--- src/rtl/round_robin_arbiter_8_pkg.sv ---
// Shared types and sizes for the eight-way round-robin arbiter.
// Imported by the interface, the picker and the top.
package round_robin_arbiter_8_pkg;

  localparam int NUM_REQ = 8;
  localparam int IDX_W   = 3;
  localparam int CNT_W   = 8;

  typedef enum logic {
    IDLE    = 1'b0,
    GRANTED = 1'b1
  } state_t;

  function automatic logic [NUM_REQ-1:0] onehot(
    input logic [IDX_W-1:0] i
  );
    return NUM_REQ'(1) << i;
  endfunction

endpackage

--- src/rtl/round_robin_arbiter_8_if.sv ---
// Request/grant bundle between the requesting blocks and the arbiter.
// The arbiter takes the slave view; requesters take the master view.
interface round_robin_arbiter_8_if;
  import round_robin_arbiter_8_pkg::*;

  logic               ClockEnable;
  logic [NUM_REQ-1:0] Request;
  logic [NUM_REQ-1:0] Grant;
  logic               GrantValid;
  logic [IDX_W-1:0]   GrantIndex;

  modport master (
    output ClockEnable,
    output Request,
    input  Grant,
    input  GrantValid,
    input  GrantIndex
  );

  modport slave (
    input  ClockEnable,
    input  Request,
    output Grant,
    output GrantValid,
    output GrantIndex
  );

endinterface

--- src/rtl/round_robin_arbiter_8_picker.sv ---
// Combinational round-robin pick: rotate by ptr, find first set,
// then add ptr back so the result is an absolute requester index.
module rr_priority_picker
  import round_robin_arbiter_8_pkg::*;
(
  input  logic [NUM_REQ-1:0] req_eff,
  input  logic [IDX_W-1:0]   ptr,
  input  logic               exclude_en,
  input  logic [IDX_W-1:0]   exclude_idx,
  output logic               found,
  output logic [IDX_W-1:0]   idx
);

  logic [NUM_REQ-1:0]   cand;
  logic [NUM_REQ-1:0]   rot;
  logic [2*NUM_REQ-1:0] dbl;
  logic [IDX_W-1:0]     off;

  always_comb begin
    cand = req_eff;
    if (exclude_en) begin
      cand[exclude_idx] = 1'b0;
    end
    dbl   = {cand, cand} >> ptr;
    rot   = dbl[NUM_REQ-1:0];
    found = 1'b0;
    off   = '0;
    for (int j = NUM_REQ - 1; j >= 0; j--) begin
      if (rot[j]) begin
        found = 1'b1;
        off   = IDX_W'(j);
      end
    end
    idx = off + ptr;
  end

endmodule

--- src/rtl/round_robin_arbiter_8.sv ---
// Eight-requester round-robin arbiter with registered one-hot grant,
// per-bit request inversion and an optional maximum hold time.
module round_robin_arbiter_8
  import round_robin_arbiter_8_pkg::*;
#(
  parameter logic [NUM_REQ-1:0] BubblesMask   = '0,
  parameter int                 MaxHoldCycles = 0
) (
  input logic                    GlobalClock,
  input logic                    Reset,
  round_robin_arbiter_8_if.slave bus
);

  localparam logic [CNT_W-1:0] MAX_HOLD = CNT_W'(MaxHoldCycles);
  localparam logic [CNT_W-1:0] CNT_SAT  = '1;

  state_t             state_q, state_d;
  logic [IDX_W-1:0]   ptr_q, ptr_d;
  logic [CNT_W-1:0]   cnt_q, cnt_d;
  logic [NUM_REQ-1:0] grant_q, grant_d;
  logic [IDX_W-1:0]   idx_q, idx_d;

  logic [NUM_REQ-1:0] req_eff;
  logic [IDX_W-1:0]   pick_ptr;
  logic [IDX_W-1:0]   pick_idx;
  logic               pick_found;
  logic               granted;
  logic               others;
  logic               hold_ok;

  assign req_eff  = bus.Request ^ BubblesMask;
  assign granted  = (state_q == GRANTED);
  assign pick_ptr = granted ? idx_q + IDX_W'(1) : ptr_q;
  assign others   = |(req_eff & ~onehot(idx_q));
  assign hold_ok  = req_eff[idx_q] &&
                    (MAX_HOLD == '0 ||
                     cnt_q < MAX_HOLD ||
                     !others);

  // While granted, the holder is always excluded from the re-pick
  rr_priority_picker u_picker (
    .req_eff     (req_eff),
    .ptr         (pick_ptr),
    .exclude_en  (granted),
    .exclude_idx (idx_q),
    .found       (pick_found),
    .idx         (pick_idx)
  );

  always_comb begin
    state_d = state_q;
    ptr_d   = ptr_q;
    cnt_d   = cnt_q;
    grant_d = grant_q;
    idx_d   = idx_q;
    unique case (state_q)
      IDLE: begin
        if (pick_found) begin
          state_d = GRANTED;
          grant_d = onehot(pick_idx);
          idx_d   = pick_idx;
          cnt_d   = CNT_W'(1);
        end
      end
      GRANTED: begin
        if (hold_ok) begin
          if (cnt_q != CNT_SAT) begin
            cnt_d = cnt_q + CNT_W'(1);
          end
        end else begin
          ptr_d = pick_ptr;
          if (pick_found) begin
            grant_d = onehot(pick_idx);
            idx_d   = pick_idx;
            cnt_d   = CNT_W'(1);
          end else begin
            state_d = IDLE;
            grant_d = '0;
            idx_d   = '0;
            cnt_d   = '0;
          end
        end
      end
      default: begin
        state_d = IDLE;
      end
    endcase
  end

  always_ff @(posedge GlobalClock or posedge Reset) begin
    if (Reset) begin
      state_q <= IDLE;
      ptr_q   <= '0;
      cnt_q   <= '0;
      grant_q <= '0;
      idx_q   <= '0;
    end else if (bus.ClockEnable) begin
      state_q <= state_d;
      ptr_q   <= ptr_d;
      cnt_q   <= cnt_d;
      grant_q <= grant_d;
      idx_q   <= idx_d;
    end
  end

  assign bus.Grant      = grant_q;
  assign bus.GrantValid = |grant_q;
  assign bus.GrantIndex = idx_q;

endmodule

--- src/flat_wrapper.sv ---
// flat-port wrapper written by rule: the top's interface ports become plain ports
module round_robin_arbiter_8_flat import round_robin_arbiter_8_pkg::*;
#(
  parameter logic [NUM_REQ-1:0] BubblesMask   = '0,
  parameter int                 MaxHoldCycles = 0
)
  (GlobalClock, Reset, bus_ClockEnable, bus_Request, bus_Grant, bus_GrantValid, bus_GrantIndex);
  round_robin_arbiter_8_if bus_i ();
  input logic GlobalClock;
  input logic Reset;
  input wire logic [$bits(bus_i.ClockEnable)-1:0] bus_ClockEnable;
  input wire logic [$bits(bus_i.Request)-1:0] bus_Request;
  output wire logic [$bits(bus_i.Grant)-1:0] bus_Grant;
  output wire logic [$bits(bus_i.GrantValid)-1:0] bus_GrantValid;
  output wire logic [$bits(bus_i.GrantIndex)-1:0] bus_GrantIndex;
  assign bus_i.ClockEnable = bus_ClockEnable;
  assign bus_i.Request = bus_Request;
  assign bus_Grant = bus_i.Grant;
  assign bus_GrantValid = bus_i.GrantValid;
  assign bus_GrantIndex = bus_i.GrantIndex;
  round_robin_arbiter_8 #(.BubblesMask(BubblesMask), .MaxHoldCycles(MaxHoldCycles)) u_core (.GlobalClock(GlobalClock), .Reset(Reset), .bus(bus_i));
endmodule
--- config.mk ---
export PLATFORM = sky130hd
export DESIGN_NAME = round_robin_arbiter_8_flat
export DESIGN_NICKNAME = d
export VERILOG_FILES = /design/src/rtl/round_robin_arbiter_8_pkg.sv /design/src/rtl/round_robin_arbiter_8_if.sv /design/src/rtl/round_robin_arbiter_8_picker.sv /design/src/rtl/round_robin_arbiter_8.sv /design/src/flat_wrapper.sv
export SDC_FILE = /design/constraint.sdc
export NUM_CORES = 1
export LEC_CHECK = 0
export ABC_AREA = 1
export CORE_AREA = 5 5 64 66
export DETAILED_ROUTE_END_ITERATION = 8
export DIE_AREA = 0 0 69 71
export PLACE_DENSITY = 0.73
export SYNTH_ARGS = -nofsm -noshare
export SYNTH_HDL_FRONTEND = slang
export SYNTH_SLANG_ARGS = --single-unit
--- constraint.sdc ---
create_clock -name GlobalClock -period 3.29 [get_ports GlobalClock]
set_input_delay 0.658 -clock GlobalClock [delete_from_list [all_inputs] [get_ports GlobalClock]]
set_output_delay 0.658 -clock GlobalClock [all_outputs]
set_load 0.05 [all_outputs]
== Word-level counts from Yosys, hierarchy flattened ==
Cells that the tools add are included.
Cells by class
  add/sub/neg operators: 2
  order comparisons: 2
  equality and inequality tests: 2
  shifts and indexed selects: 2
  multiplexer cells: 33
  bitwise gates (word level): 4
  reduce and logical (&&, ||, !) cells: 4
Operators by type and width (number)
  3-bit two-way mux: 12
  8-bit two-way mux: 4
  8-bit one-hot mux with 2 select lines: 1
  16-bit by 3-bit >> shifter with 8-bit output: 1
  1-bit two-way mux: 12
  8-bit bitwise AND: 1
  8-bit inverter: 1
  8-bit OR reduction: 1
  1-bit by 3-bit left shift with 8-bit output, first input constant: 1
  3-bit one-hot mux with 2 select lines: 1
  3-bit AND reduction: 2
  3-bit by 4-bit less-than comparator with 1-bit output, second input constant: 1
  3-bit by 1-bit adder with 3-bit output, second input constant: 1
  3-bit adder: 1
  1-bit binary-select mux with 3-bit select: 1
  1-bit demux with 3-bit select: 1
  3-bit by 1-bit >= comparator with 1-bit output, second input constant: 1
  2-bit by 1-bit inequality test with 1-bit output, second input constant: 1
  2-bit inequality test, second input constant: 1
  1-bit inverter: 2
  1-bit one-hot mux with 2 select lines: 1
  1-bit logical AND: 1
Word-level totals
  bits in registers: 15
  input bits: 11
  output and inout port bits: 12
  logic and storage cells: 53

== Depth between registers and ports, before layout ==
  depth after elaboration: 21
  gate-level depth with buffers: 24
  depth with buffers taken out: 23

== By module ==
From an unflattened synthesis, not the netlist that was laid out.
Second synthesis, totals
  cell total of the unflattened synthesis: 238
  area total of the unflattened synthesis: 1485.2 µm²
Modules (own cells, without submodules)
  round_robin_arbiter_8: times used 1, cells an instance 123, area each 872.1 µm², sequential area each 375.4 µm²
  rr_priority_picker: times used 1, cells an instance 115, area each 613.1 µm², sequential area each 0.0 µm²

== Worst setup path before layout ==
OpenSTA, ideal clock, no wires.
  path kind: reg-to-reg
  start: register u_core.idx_q[0] (netlist: u_core.bus.GrantIndex[0])
  end: register u_core.grant_q[5] (netlist: u_core.bus.Grant[5])
  arrival time: 3.218 ns
  data required time: 3.172 ns
  setup slack: -0.046 ns
  cell stages (with the launch flop): 24
  path buffers: 0
  period minus slack after synthesis: 3.336 ns
  cells stage by stage: dfrtp_1 ha_1 nand2_1 o21ai_4 inv_4 nand3_1 nand2_1 nand2_1 nand2_2 nand3_1 nand2_1 nand2_1 nand2_1 nand2_1 a21boi_0 ha_1 inv_1 fa_1 xnor2_1 nand3b_1 nand2_2 inv_2 nand3_1 nand2_1
On the way
  longest elaborated chain between the ends: 21
RTL lines
  start, declared: RTL line round_robin_arbiter_8.sv:21  | logic [IDX_W-1:0] idx_q, idx_d;
  start signal, assigned: RTL line round_robin_arbiter_8.sv:102  | idx_q <= idx_d;
  3-bit by 4-bit less-than comparator with 1-bit output (implied by the code) / 3-bit by 1-bit >= comparator with 1-bit output (equally long branches): RTL line round_robin_arbiter_8_picker.sv:22  | cand[exclude_idx] = 1'b0;
  1-bit logical AND (implied by the code): RTL line round_robin_arbiter_8_picker.sv:22
  1-bit two-way mux (implied by the code): RTL line round_robin_arbiter_8_picker.sv:22
  1-bit demux with 3-bit select: RTL line round_robin_arbiter_8_picker.sv:22
  8-bit inverter (no line)
  8-bit bitwise AND (no line)
  8-bit two-way mux: RTL line round_robin_arbiter_8_picker.sv:21  | if (exclude_en) begin
  16-bit by 3-bit >> shifter with 8-bit output: RTL line round_robin_arbiter_8_picker.sv:24  | dbl = {cand, cand} >> ptr;
  3-bit two-way mux (8 in series): RTL line round_robin_arbiter_8_picker.sv:29  | if (rot[j]) begin
  3-bit adder: RTL line round_robin_arbiter_8_picker.sv:34  | idx = off + ptr;
  1-bit by 3-bit left shift with 8-bit output: RTL line round_robin_arbiter_8_pkg.sv:17  | return NUM_REQ'(1) << i;
  8-bit two-way mux: RTL line round_robin_arbiter_8.sv:72  | if (pick_found) begin
  8-bit two-way mux: RTL line round_robin_arbiter_8.sv:66  | if (hold_ok) begin
  8-bit one-hot mux with 2 select lines: RTL line round_robin_arbiter_8.sv:56  | unique case (state_q)
  end signal, assigned: RTL line round_robin_arbiter_8.sv:101  | grant_q <= grant_d;
  end, declared: RTL line round_robin_arbiter_8.sv:20  | logic [NUM_REQ-1:0] grant_q, grant_d;
Parallel ways exist; a longest one is shown, timed or not. The select of a mux whose other input is x is not followed.
A chain may end at the register's enable or synchronous reset.

== Worst setup path in the final report ==
  start: register u_core.state_q (netlist: u_core.granted)
  end: register u_core.grant_q[6] (netlist: u_core.bus.Grant[6])
On the way
  longest elaborated chain between the ends: 15
RTL lines
  start, declared: RTL line round_robin_arbiter_8.sv:17  | state_t state_q, state_d;
  start signal, assigned: RTL line round_robin_arbiter_8.sv:98  | state_q <= state_d;
  8-bit two-way mux / 3-bit two-way mux (equally long branches): RTL line round_robin_arbiter_8_picker.sv:21, round_robin_arbiter_8.sv:33
  16-bit by 3-bit >> shifter with 8-bit output: RTL line round_robin_arbiter_8_picker.sv:24
  3-bit two-way mux (8 in series): RTL line round_robin_arbiter_8_picker.sv:29
  3-bit adder: RTL line round_robin_arbiter_8_picker.sv:34
  1-bit by 3-bit left shift with 8-bit output: RTL line round_robin_arbiter_8_pkg.sv:17
  8-bit two-way mux: RTL line round_robin_arbiter_8.sv:72
  8-bit two-way mux: RTL line round_robin_arbiter_8.sv:66
  8-bit one-hot mux with 2 select lines: RTL line round_robin_arbiter_8.sv:56
Parallel ways exist; a longest one is shown, timed or not. The select of a mux whose other input is x is not followed.

==> metrics.txt <==
Critical Path End Type=flip-flop; post-synthesis average cell area=6.56 um2; area of combinational cells with multiple inputs=987 um2; largest net degree at the start of global routing=16; drt first-iter violations=108; Seq/Total Area, Yosys=27.1%; H-tree depth=1; Post-Syn Nets=225; met3 global-route usage=2.84%; category of the worst setup path launch point=flip-flop; I/O pin count=23; Worst Clk Skew=2.73 ps; count of endpoints failing hold in the final timing report=0; Clock transition at path regs=90 ps; Arr. time, crit path=3270 ps; most used cells in the layout excluding fill and tap cells=sky130_fd_sc_hd__nand2_1 (97), sky130_fd_sc_hd__nand3_1 (30), sky130_fd_sc_hd__clkdlybuf4s50_1 (22); Global Route met1 Usage=18.7%; number of iterations in the first detailed-routing pass=4; vertical die dimension=71 um; initial core utilization=39.3%; Max Transition Viols Final=0; wire length of the first global-routing pass=6510 um; FF-to-FF End=u_core.bus.Grant[6]; total die area=0.00490 mm2; vias per cell=5.08; largest stage delay on the critical path=450 ps; clock tree from TritonCTS=done; capturing instance or port of the critical path=u_core.bus.Grant[6]; floorplan die width=69 um; filler cell count in the final layout=365; Num CTS Buffers=3; Slew Limit Headroom=60.6%; num rows=22; status=finished, final reports clean; number of global-route vias before repair=1,504; Slew @ Worst Pin=590 ps; Slowest cell on crit path=sky130_fd_sc_hd__dfrtp_2; Synth async-reset ratio=100%; placed wire-length estimate=2730 um; Port Buffers=22; cell repeated most along the worst path=sky130_fd_sc_hd__nand2_1; worst hold margin=526 ps; critical path type=reg -> reg; top flip-flop cell by instance count after synthesis=sky130_fd_sc_hd__dfrtp_1; clock latency on the worst-skew pair=280 ps; diodes inserted=0; number of synthesized flops with an enable pin=0; placer's final routability congestion estimate=0.836; mapped cell area=0.00138 mm2; depth of the worst register-to-register path=21; Setup-failing EPs final=0; type of the worst min-delay path=reg -> reg; register-to-register path setup slack=200 ps; count of nets after finishing=271; Yosys reg bits=15; FF+latch area=379 um2; count of warnings emitted by yosys=0; Syn-to-layout area delta=37.6%; via total after detailed routing=1,545; global-route layer with the greatest usage=met2; root buffer cell=sky130_fd_sc_hd__clkbuf_4; Cell Chain, Critical Path=buf_8 > o21ai_4 > buf_4 > buf_4 > nand2_1 > nand3_1 > nand2_1 > nand2_1 > nand2_1 > nand2_1 > nand2_1 > a21boi_1 > ha_2 > inv_1 > fa_1 > xnor2_1 > nand3b_1 > nand2_2 > inv_2 > nand3_1 > nand2_1; RSZ-0062 raised after global routing=yes; count of distinct cell types in the synthesized netlist=30; number of buffers inserted by hold repair at cts=0; CP Launch Point=u_core.granted; required time of the worst setup path=3470 ps; post-route ant nets=0; startpoint of the worst-slack reg-to-reg timing path=u_core.granted; critical path peak fanout=8; number of antenna violations at the first check in global routing=0; Max-Cap Viols=0; maximum number of buffers from clock root to sink=2; routed length per instance=12.8 um; most common library cell in the layout ignoring fill and taps=sky130_fd_sc_hd__nand2_1; minimum clock period=3090 ps; fraction of final layout cells with drive strength greater than 1=23.8%; FMAX=0.323 GHz; floorplan core area=0.00352 mm2; share of the clock period used by the worst path after layout=94.0%; global-route usage over all layers=15.5%; DRC violation count after routing=0; sum of overflow across all layers after global routing=0; GR Util met2=27.2%; count of mapped cells out of synthesis=211; total clock sinks=15; Final Routed Wirelength=3900 um
## through the flow
step,cell area [um2],std cells,TNS [ps],utilization (%),setup WS [ps]
floorplan,1390,211,0,-,23.3
global placement,1710,288,-58.3,48.5,-26.3
detailed placement,1710,288,-279,48.5,-81.4
CTS,1740,292,0,49.3,114
global route,1900,304,-155,54.0,-44.8
finish,1900,304,0,54.0,196
## sequential cells by signal (all words and copies together) (netlist names)
register,count
u_core.bus.Grant,8
u_core.bus.GrantIndex,3
u_core.granted,1
u_core.ptr_q,3
## repair_timing
item	in CTS	in global routing
buffers inserted	0	11
resized for setup	0	20
setup endpoints to repair	0	10
## layer usage
layer	wire length [um]	part of all wire [%]	vias up
met4	78	2.0	0
li1	-	-	784
met2	1910	49	55
met5	0	0	-
met3	174	4.5	10
met1	1740	45	696
## worst max-delay path, delay by kind of cell (launching register included)
family	cells	cell delay, ps
buffers and inverters	5	530
AO/OA/AOI/OAI	2	440
adder cells (fa/ha/maj)	2	550
flip-flops	1	450
AND/OR/NAND/NOR	11	860
XOR/XNOR	1	150
## cells in the mapped netlist (2+ instances only)
library cell,count,area [um2]
sky130_fd_sc_hd__a21oi_1,3,15.0
sky130_fd_sc_hd__buf_6,2,22.5
sky130_fd_sc_hd__dfrtp_1,15,375
sky130_fd_sc_hd__ha_1,2,25.0
sky130_fd_sc_hd__inv_1,10,37.5
sky130_fd_sc_hd__inv_2,2,7.51
sky130_fd_sc_hd__inv_4,4,25.0
sky130_fd_sc_hd__nand2_1,98,368
sky130_fd_sc_hd__nand2_2,4,25.0
sky130_fd_sc_hd__nand3_1,36,180
sky130_fd_sc_hd__nand3_2,2,20.0
sky130_fd_sc_hd__nor2_1,7,26.3
sky130_fd_sc_hd__nor2_4,3,33.8
sky130_fd_sc_hd__nor4_1,2,12.5
sky130_fd_sc_hd__o21ai_0,2,10.0
sky130_fd_sc_hd__o21ai_1,3,15.0
sky130_fd_sc_hd__o21ai_4,3,48.8
## how the worst min path moves through the flow
stage                   startpoint                   to  slack [ps]  cells after the start
3_3_place_gp   u_core.bus.Grant[4]  u_core.bus.Grant[4]         500                      2
5_1_grt        u_core.bus.Grant[4]  u_core.bus.Grant[4]         570                      2
2_1_floorplan      u_core.ptr_q[2]      u_core.ptr_q[2]         500                      2
6_report       u_core.bus.Grant[3]  u_core.bus.Grant[3]         530                      2
4_1_cts        u_core.bus.Grant[2]  u_core.bus.Grant[2]         540                      2
3_5_place_dp   u_core.bus.Grant[1]  u_core.bus.Grant[1]         500                      2
## logic make-up after synthesis
family | share of synthesized area [%]
DFF | 27.1
and+or+nand+nor | 53.1
xor gates and xnor gates | 1.27
adders and majority gates | 3.25
buffers and inverters | 6.69
AOI/OAI and AO/OA | 8.59
## area by class of cell
type,instances,area share (%)
multi-input cells,179,51.8
repair buffers,42,20.0
flip-flops and latches,15,19.9
inverters,16,3.68
well taps,48,3.15
clock buffers,4,1.38
Power is left out: the tool's default activity adds up to more than one toggle a clock period on the data nets, which glitch-free logic cannot reach.
